<file path="src/rtl/battle_stats_loader.sv">
// battle_stats_loader
//
// Walks the combinational species/move table for one species and holds the
// resulting battler for the battle FSM. A load drives the species address,
// captures the 12-byte species record, then drives each of the four move
// addresses in turn and captures each 5-byte move record. Between loads the
// block tracks the remaining PP of every move slot.
//
// Optional feature macro: BATTLE_STATS_REFILL_EN
//   When defined, adds the 'refill' input, which restores every slot's PP to
//   its base value while idle.
//
// Ports:
//   clk, reset_n       system clock, asynchronous active-low reset
//   start, mon_sel     load request and species index (sampled in IDLE)
//   use_move, move_idx PP consume request and the slot it targets
//   refill             PP restore request (only with BATTLE_STATS_REFILL_EN)
//   pokemon_addr       species address to the table
//   move_addr          move address to the table
//   pokemon_data       species record from the table (96 bits)
//   move_data          move record from the table (40 bits)
//   busy, done         load in progress / one-cycle completion pulse
//   mon_type1/2        latched species types
//   mon_base           {HP,Atk,Def,SpA,SpD,Spe}, HP in the MSBs
//   move_info          per slot {type,category,power,accuracy}
//   pp_max, pp_cur     per slot base PP and remaining PP
//   pp_empty           per slot pp_cur == 0
//   all_pp_empty       every slot is out of PP

module battle_stats_loader #(
  // Fixed by the table format: a species record holds exactly four move
  // addresses. Other values are unsupported.
  parameter int NUM_MOVES = 4
) (
  input  logic                       clk,
  input  logic                       reset_n,
  input  logic                       start,
  input  logic [2:0]                 mon_sel,
  input  logic                       use_move,
  input  logic [1:0]                 move_idx,
`ifdef BATTLE_STATS_REFILL_EN
  input  logic                       refill,
`endif
  output logic [2:0]                 pokemon_addr,
  output logic [4:0]                 move_addr,
  input  logic [95:0]                pokemon_data,
  input  logic [39:0]                move_data,
  output logic                       busy,
  output logic                       done,
  output logic [7:0]                 mon_type1,
  output logic [7:0]                 mon_type2,
  output logic [47:0]                mon_base,
  output logic [NUM_MOVES-1:0][31:0] move_info,
  output logic [NUM_MOVES-1:0][7:0]  pp_max,
  output logic [NUM_MOVES-1:0][7:0]  pp_cur,
  output logic [NUM_MOVES-1:0]       pp_empty,
  output logic                       all_pp_empty
);

  // state     | meaning
  // ----------+---------------------------------------------------------
  // IDLE      | battler held; PP use (and refill) accepted; waits for start
  // FETCH_MON | species address on the table; species record captured
  // FETCH_MV  | one move record captured per cycle, slot_q = 0..3
  // DONE      | one-cycle completion pulse
  typedef enum logic [1:0] {
    IDLE      = 2'd0,
    FETCH_MON = 2'd1,
    FETCH_MV  = 2'd2,
    DONE      = 2'd3
  } state_t;

  state_t state_q, state_d;

  logic [1:0]                 slot_q;
  logic [NUM_MOVES-1:0][4:0]  mv_addr_q;
  logic                       refill_req;

  // Move addresses occupy a full byte in the species record but the table
  // only has 32 move entries, so the top three bits of each are dropped.
  logic unused_addr_hi;
  assign unused_addr_hi = ^{pokemon_data[31:29], pokemon_data[23:21],
                            pokemon_data[15:13], pokemon_data[7:5]};

`ifdef BATTLE_STATS_REFILL_EN
  assign refill_req = refill;
`else
  assign refill_req = 1'b0;
`endif

  always_ff @(posedge clk or negedge reset_n) begin
    if (!reset_n) begin
      state_q <= IDLE;
    end else begin
      state_q <= state_d;
    end
  end

  always_comb begin
    state_d = state_q;
    case (state_q)
      IDLE:      if (start) state_d = FETCH_MON;
      FETCH_MON: state_d = FETCH_MV;
      FETCH_MV:  if (slot_q == 2'd3) state_d = DONE;
      DONE:      state_d = IDLE;
      default:   state_d = IDLE;
    endcase
  end

  assign busy = (state_q != IDLE);
  assign done = (state_q == DONE);

  always_ff @(posedge clk or negedge reset_n) begin
    if (!reset_n) begin
      pokemon_addr <= '0;
      move_addr    <= '0;
      slot_q       <= '0;
      mv_addr_q    <= '0;
      mon_type1    <= '0;
      mon_type2    <= '0;
      mon_base     <= '0;
      move_info    <= '0;
      pp_max       <= '0;
      pp_cur       <= '0;
    end else begin
      case (state_q)
        IDLE: begin
          // start wins over refill and use_move in the same cycle
          if (start) begin
            pokemon_addr <= mon_sel;
          end else if (refill_req) begin
            pp_cur <= pp_max;
          end else if (use_move && !pp_empty[move_idx]) begin
            pp_cur[move_idx] <= pp_cur[move_idx] - 8'd1;
          end
        end
        FETCH_MON: begin
          mon_type1    <= pokemon_data[95:88];
          mon_type2    <= pokemon_data[87:80];
          mon_base     <= pokemon_data[79:32];
          mv_addr_q[0] <= pokemon_data[28:24];
          mv_addr_q[1] <= pokemon_data[20:16];
          mv_addr_q[2] <= pokemon_data[12:8];
          mv_addr_q[3] <= pokemon_data[4:0];
          // the table is combinational, so slot 0 is addressed straight
          // from the record being captured
          move_addr    <= pokemon_data[28:24];
          slot_q       <= 2'd0;
        end
        FETCH_MV: begin
          move_info[slot_q] <= move_data[39:8];
          pp_max[slot_q]    <= move_data[7:0];
          pp_cur[slot_q]    <= move_data[7:0];
          if (slot_q != 2'd3) begin
            move_addr <= mv_addr_q[slot_q + 2'd1];
            slot_q    <= slot_q + 2'd1;
          end
        end
        default: ;
      endcase
    end
  end

  for (genvar i = 0; i < NUM_MOVES; i++) begin : g_empty
    assign pp_empty[i] = (pp_cur[i] == 8'd0);
  end

  assign all_pp_empty = &pp_empty;

endmodule

</file>
<file path="config.mk">
export PLATFORM = sky130hd
export DESIGN_NAME = battle_stats_loader
export DESIGN_NICKNAME = d
export VERILOG_FILES = /design/src/rtl/battle_stats_loader.sv
export SDC_FILE = /design/constraint.sdc
export NUM_CORES = 1
export LEC_CHECK = 0
export BUFFER_PORTS_ARGS = -buffer_cell sky130_fd_sc_hd__buf_4
export CORE_MARGIN = 8
export CORE_UTILIZATION = 51
export CTS_CLUSTER_DIAMETER = 200
export DETAILED_ROUTE_END_ITERATION = 8
export GPL_TIMING_DRIVEN = 0
export HOLD_SLACK_MARGIN = 0.06
export PLACE_DENSITY = 0.79
export SYNTH_ARGS = -nofsm -noshare
export SYNTH_HDL_FRONTEND = slang
export SYNTH_SLANG_ARGS = --single-unit
</file>
<file path="constraint.sdc">
create_clock -name clk -period 3.15 [get_ports clk]
set_clock_uncertainty 0.15 [all_clocks]
set_input_delay 0.315 -clock clk [delete_from_list [all_inputs] [get_ports clk]]
set_output_delay 0.315 -clock clk [all_outputs]
set_load 0.005 [all_outputs]
</file>
Word-level counts from Yosys, hierarchy flattened
Index checks and enable logic that the tools add are counted.
- $add $sub $neg: 2
- order comparisons: 5
- reduce and logical (&&, ||, !) cells: 17
- equality and inequality tests: 10
- mux-type cells: 26
- operators by type and width (operator ; count):
    $bwmux 128 ; 1
    $bwmux 32 ; 3
    $mux 32 ; 3
    $demux 32 s2 ; 1
    $pmux 32 s2 ; 1
    $demux 8 s2 ; 2
    $logic_not 8->1 ; 4
    $mux 8 ; 3
    $bmux 8 s2 ; 1
    $ne 2x2->1 const B ; 6
    $bmux 5 s2 ; 1
    $mux 5 ; 2
    $pmux 5 s2 ; 1
    $lt 2x3->1 const B ; 3
    $pmux 2 s4 ; 1
    $sub 8x1->8 const B ; 1
    $eq 2x2->1 const B ; 3
    $mux 2 ; 3
    $reduce_and 2->1 ; 3
    $reduce_bool 2->1 ; 3
    $ge 2x1->1 const B ; 2
    $pmux 2 s2 ; 1
    $reduce_and 4->1 ; 1
    $logic_and 1x1->1 ; 3
    other kinds (7) ; 7
- output and inout bits: 271
- register bits: 288
- logic and storage cells: 83
- input port bits: 145

Depth between registers and ports, before layout
- depth after elaboration: 8
- gate-level depth with buffers: 9
- depth with buffers taken out: 7

Worst setup path after synthesis
Ideal clock, no wire load.
- path type: register -> register
- start point: reg state_q[0]
- end point: reg pp_cur[10] (netlist bit)
- period minus slack after synthesis: 2447 ps
- data required time: 2875 ps
- buffers on the path: 1
- arrival: 2173 ps
- slack: 703 ps
- library setup time: 125 ps
- stages on the path, launching flop included: 9
- path through: dfrtp_1 -> inv_1 -> ha_1 -> inv_1 -> nor2_1 -> a41oi_1 -> clkbuf_1 -> nor3_2 -> mux2_2
- longest elaborated chain between the ends: 3
- elaborated cells between the ends (all ways): 7
- those cells by class: eq/ne (3); mux (1); reduce/logical (3)
- RTL lines (what ; line ; text):
    from (decl) ; 73 ; state_t state_q, state_d;
    from (signal assigned) ; 95 ; state_q <= state_d;
    $eq 2x2->1 / $logic_not 2->1 (equally long branches) ; 126 ; case (state_q)
    $reduce_bool 2->1 (no line) / $ne 2x2->1 (equally long branches) ; n/a ;
    $reduce_and 3->1 (no line) ; n/a ;
    to (signal assigned) ; 132 ; pp_cur <= pp_max;
    to (signal, indexed assignment) ; 134 ; pp_cur[move_idx] <= pp_cur[move_idx] - 8'd1;
    to (signal, indexed assignment) ; 153 ; pp_cur[slot_q] <= move_data[7:0];
    to (decl) ; 55 ; output logic [NUM_MOVES-1:0][7:0] pp_cur,
Parallel ways exist; a longest one is shown, timed or not.
A chain may end at the register's enable or synchronous reset.

Worst setup path in the final report
- start point: reg slot_q[1]
- end point: reg pp_cur[24] (netlist bit)
- longest elaborated chain between the ends: 6
- elaborated cells between the ends (all ways): 7
- those cells by class: order compare (2); mux (4); reduce/logical (1)
- RTL lines (what ; line ; text):
    from (decl) ; 75 ; logic [1:0] slot_q;
    from (signal assigned) ; 156 ; slot_q <= slot_q + 2'd1;
    $lt 2x3->1 (implied by the code) / $ge 2x1->1 (equally long branches) ; 153 ;
    $logic_and 1x1->1 (implied by the code) ; 153 ;
    $mux 8 (implied by the code) ; 153 ;
    $demux 8 s2 * ; 153 ;
    $bwmux 32 * ; 153 ;
    $pmux 32 s2 * ; 126 ;
Every way passes the cells marked *; elsewhere a longest branch is shown, timed or not.

==> summary.md <==
| Metric | Value |
|---|---|
| Worst Setup SP | `slot_q[1]` |
| Syn Std Cell Area | `about 12000 um2` |
| Post-route DRC | `0` |
| CTS tree | `built` |
| Internal power | `around 0.012 W` |
| Num rows | `56` |
| Max clock buf depth | `3` |
| Yosys top cell by area | `dfrtp_1` |
| Synth top area share | `a little under 60%` |
| Worst R2R Start | `slot_q[1]` |
| #FFs+latches synth | `around 290` |
| Syn. warnings | `0` |
| Clk pwr share | `roughly 20%` |
| Asr flop ratio synth | `100%` |
| Largest net degree at the start of global routing | `93` |
| Biggest cell delay along the critical path | `0.65 ns` |
| Worst setup path end | `pp_cur[24]` |
| Net Sw Power | `0.00726 W` |
| Critical-path cell list | `ha_1 -> clkbuf_1 -> and2_1 -> clkbuf_1 -> nor2_1 -> nor3_2 -> mux2_2` |
| Critical Path AT | `~3.3 ns` |
| R2r worst-path depth | `7` |
| Core footprint | `~23000 um2` |
| CP startpoint kind | `flip-flop` |
| Post-synth top cells | `504 x nand2_1, 288 x dfrtp_1, 104 x mux2_2` |
| CTS buffer count | `30` |
| Logic pwr share | `around 44%` |
| Placed cell area | `15700 um2` |
| Gr ovfl total | `0` |
| PwrDens | `~1100 nW/um2` |
| Area grow syn2layout | `48.8%` |
| First-pass GRT wire length | `roughly 74000 um` |
| Top Layer Used | `met4` |
| RSZ-0062 raised after global routing | `no` |
| CTS H-tree depth | `1` |
| Clock root buffer | `clkbuf_16` |
| Fill cells | `between 1000 and 1500` |
| Metal-1 WL | `17400 um` |
| Reg-to-reg setup timing slack | `around 0.16 ns` |
| Seq/Total Area, Yosys | `59.0%` |
| Routed length per instance | `~24 um` |
| Antenna Nets Post-Route | `0` |
| Final #Nets | `between 1500 and 2000` |
| Clock latency at the later pin of the worst-skew pair | `0.56 ns` |
| Metal2 WL | `between 20000 and 25000 um` |
| IO Count | `roughly 420` |
| Worst-Margin Slew | `around 0.82 ns` |
| Critical path peak fanout | `10` |
| Relative slew slack | `between 40% and 50%` |
| Flop pwr share | `36.1%` |
| Die height | `171 um` |
| Vias in the first global route | `about 12000` |
| CP most frequent cell | `clkbuf_1` |
| Initial Util | `52.1%` |
| Avg Vias per Cell | `5.61` |
| Min cycle time layout | `2.99 ns` |
| Final Hold Viols | `0` |
| # clock sinks | `288` |
| Clock Pin Slew Worst Setup and Hold Paths | `about 0.07 ns` |
| Critical path type | `flip-flop to flip-flop` |
| Vias | `around 12000` |
| Lkg Pwr | `8.99 nW` |
| Post-Syn Instances | `1164` |
| Buffer count from post-CTS setup fixing | `0` |
| Max-slew violation count | `0` |
| Worst min-delay path class | `primary input to flip-flop` |
| CP Capture Type | `flip-flop` |
| Initial drt markers | `between 1000 and 1500` |
| Max Freq | `~0.33 GHz` |
| Final setup violation count | `0` |
| GRT Util Overall | `around a third` |
| Commonest register cell after synthesis | `dfrtp_1` |
| Net count after synthesis | `1319` |
| Final HPWL DP | `~33000 um` |
| Post-synth EDFFs | `0` |
| Worst Path Required | `approximately 3.4 ns` |
| Post-Syn Area per Cell | `around 11 um2` |
| Detailed Route WL | `slightly above 50000 um` |
| Hold depth | `3` |
| Metal3 WL | `~5100 um` |
| Worst r2r dst | `pp_cur[24]` |
| Die outline area | `29200 um2` |
| Fin area | `roughly 18000 um2` |
| RD Place Congestion | `about 0.91` |
| Worst hold slack | `0.0876 ns` |
| Port bufs | `between 400 and 500` |
| Layout cells sized above 1 | `roughly 34%` |
| Ranking of synthesized cells by area | `dfrtp_1 59%, nand2_1 15%, mux2_2 9.6%` |
| Yosys cell types | `50` |
| Status | `complete, no violations` |
| VDD IR max | `773 uV` |
| Most frequent cell after synthesis | `nand2_1` |
| Slowest-stage cell, CP | `nor3_2` |
| Setup TNS | `0 ns` |
| Initial antenna violation count | `5` |
| Chip width | `171 um` |
| Net Sw Frac | `a little under two fifths` |
| Final Cycle Share | `between 90% and 100%` |
| Max-Cap Viols | `0` |
| DRT Pass-1 Iters | `5` |
[worst max-delay path, delay by kind of cell (launching register included)]
family	cells	cell delay (ns)
flip-flops	1	0.39
multiplexers	1	0.41
adder cells (fa/ha/maj)	1	0.16
AND/OR/NAND/NOR	3	1.02
buffers and inverters	2	0.76
[worst min path at each step]
stage / from / end / slack, ns
final: start / state_q[0] / 0.09
after global routing: start / state_q[0] / 0.08
after CTS: start / state_q[0] / 0.1
after detailed placement: reset_n / move_info[17] / 0.09
after global placement: move_info[48] / move_info[48] / 0.31
after floorplan: reset_n / mon_base[0] / -0.13
[power groups by stage]
stage | logic (W) | registers (W) | clock network (W)
after floorplan | 0.00357 | 0.00674 | 0
after global routing | 0.00911 | 0.00721 | 0.00415
after global placement | 0.00774 | 0.00682 | 0
after detailed placement | 0.00799 | 0.00690 | 0
after CTS | 0.00822 | 0.00688 | 0.00396
final | 0.00851 | 0.00707 | 0.00399
[sequential cells by signal, summed over array words and instances, names as in the netlist]
register / cells
move_info: 128
mon_base: 48
mon_type1: 8
pp_cur: 32
slot_q: 2
mv_addr_q: 20
pp_max: 32
mon_type2: 8
state_q: 2
pokemon_addr: 3
move_addr: 5
[final cells by class]
type	instances	area (um2)	share of cell area, %
plain buffers	64	267	1.47
clock inverters	15	238	1.31
diodes	7	17.5	0.0963
well taps	319	399	2.19
multi-input cells	803	4740	26.1
repair buffers	536	4420	24.3
inverters	9	33.8	0.186
flip-flops and latches	288	7210	39.6
clock buffers	41	863	4.75
[kinds of logic after synthesis]
kind of cell / after synthesis / share of synthesized area, %
buffers and inverters: 73 / 2.43
XOR/XNOR: 2 / 0.143
multiplexers: 130 / 13.3
AND/OR/NAND/NOR: 587 / 19.9
AO/OA/AOI/OAI: 74 / 4.32
adder cells (fa/ha/maj): 10 / 1.02
flip-flops: 288 / 59.0
[through the flow]
| stage | worst slack, ns | cells | power (W) | utilization [%] |
|---|---|---|---|---|
| 6_report | 0.155 | 2082 | 0.0196 | 77.5 |
| 5_1_grt | 0.0135 | 2080 | 0.0205 | 77.5 |
| 4_1_cts | 0.0214 | 2075 | 0.0191 | 77.3 |
| 3_5_place_dp | 0.0102 | 1888 | 0.0149 | 67.0 |
| 3_3_place_gp | -0.913 | 1885 | 0.0146 | 66.6 |
| 2_1_floorplan | 0.703 | 1164 | 0.0103 | - |
[what timing repair did]
action                                  in CTS  in global routing
pin swaps                                    0                  2
gates cloned                                 0                  0
resized for setup                            1                  8
hold endpoints to repair                   487                  0
endpoints found under the setup margin       3                 59
hold buffers                               131                  0
[cell usage in the layout, fill, tap and decap left out, types with 5 or more instances in the layout]
cell type / count
a2111oi_0: 8
a211oi_1: 5
a31oi_1: 21
and2_1: 14
buf_1: 13
buf_4: 401
bufinv_16: 6
clkbuf_1: 48
clkbuf_16: 31
clkbuf_8: 5
clkinv_2: 5
dfrtp_1: 288
diode_2: 7
dlygate4sd3_1: 131
ha_1: 10
inv_1: 9
mux2_2: 104
mux2i_1: 12
mux4_2: 10
nand2_1: 504
nor2_1: 20
nor2b_1: 6
nor4_1: 8
o21ai_0: 21
[routing by layer]
metal,global-route usage [%],up-vias
met5,0,-
met2,57.1,750
met3,9.22,193
met1,37.5,5749
met4,19.6,0
li1,-,4997
(Power assumes the default switching activity.)
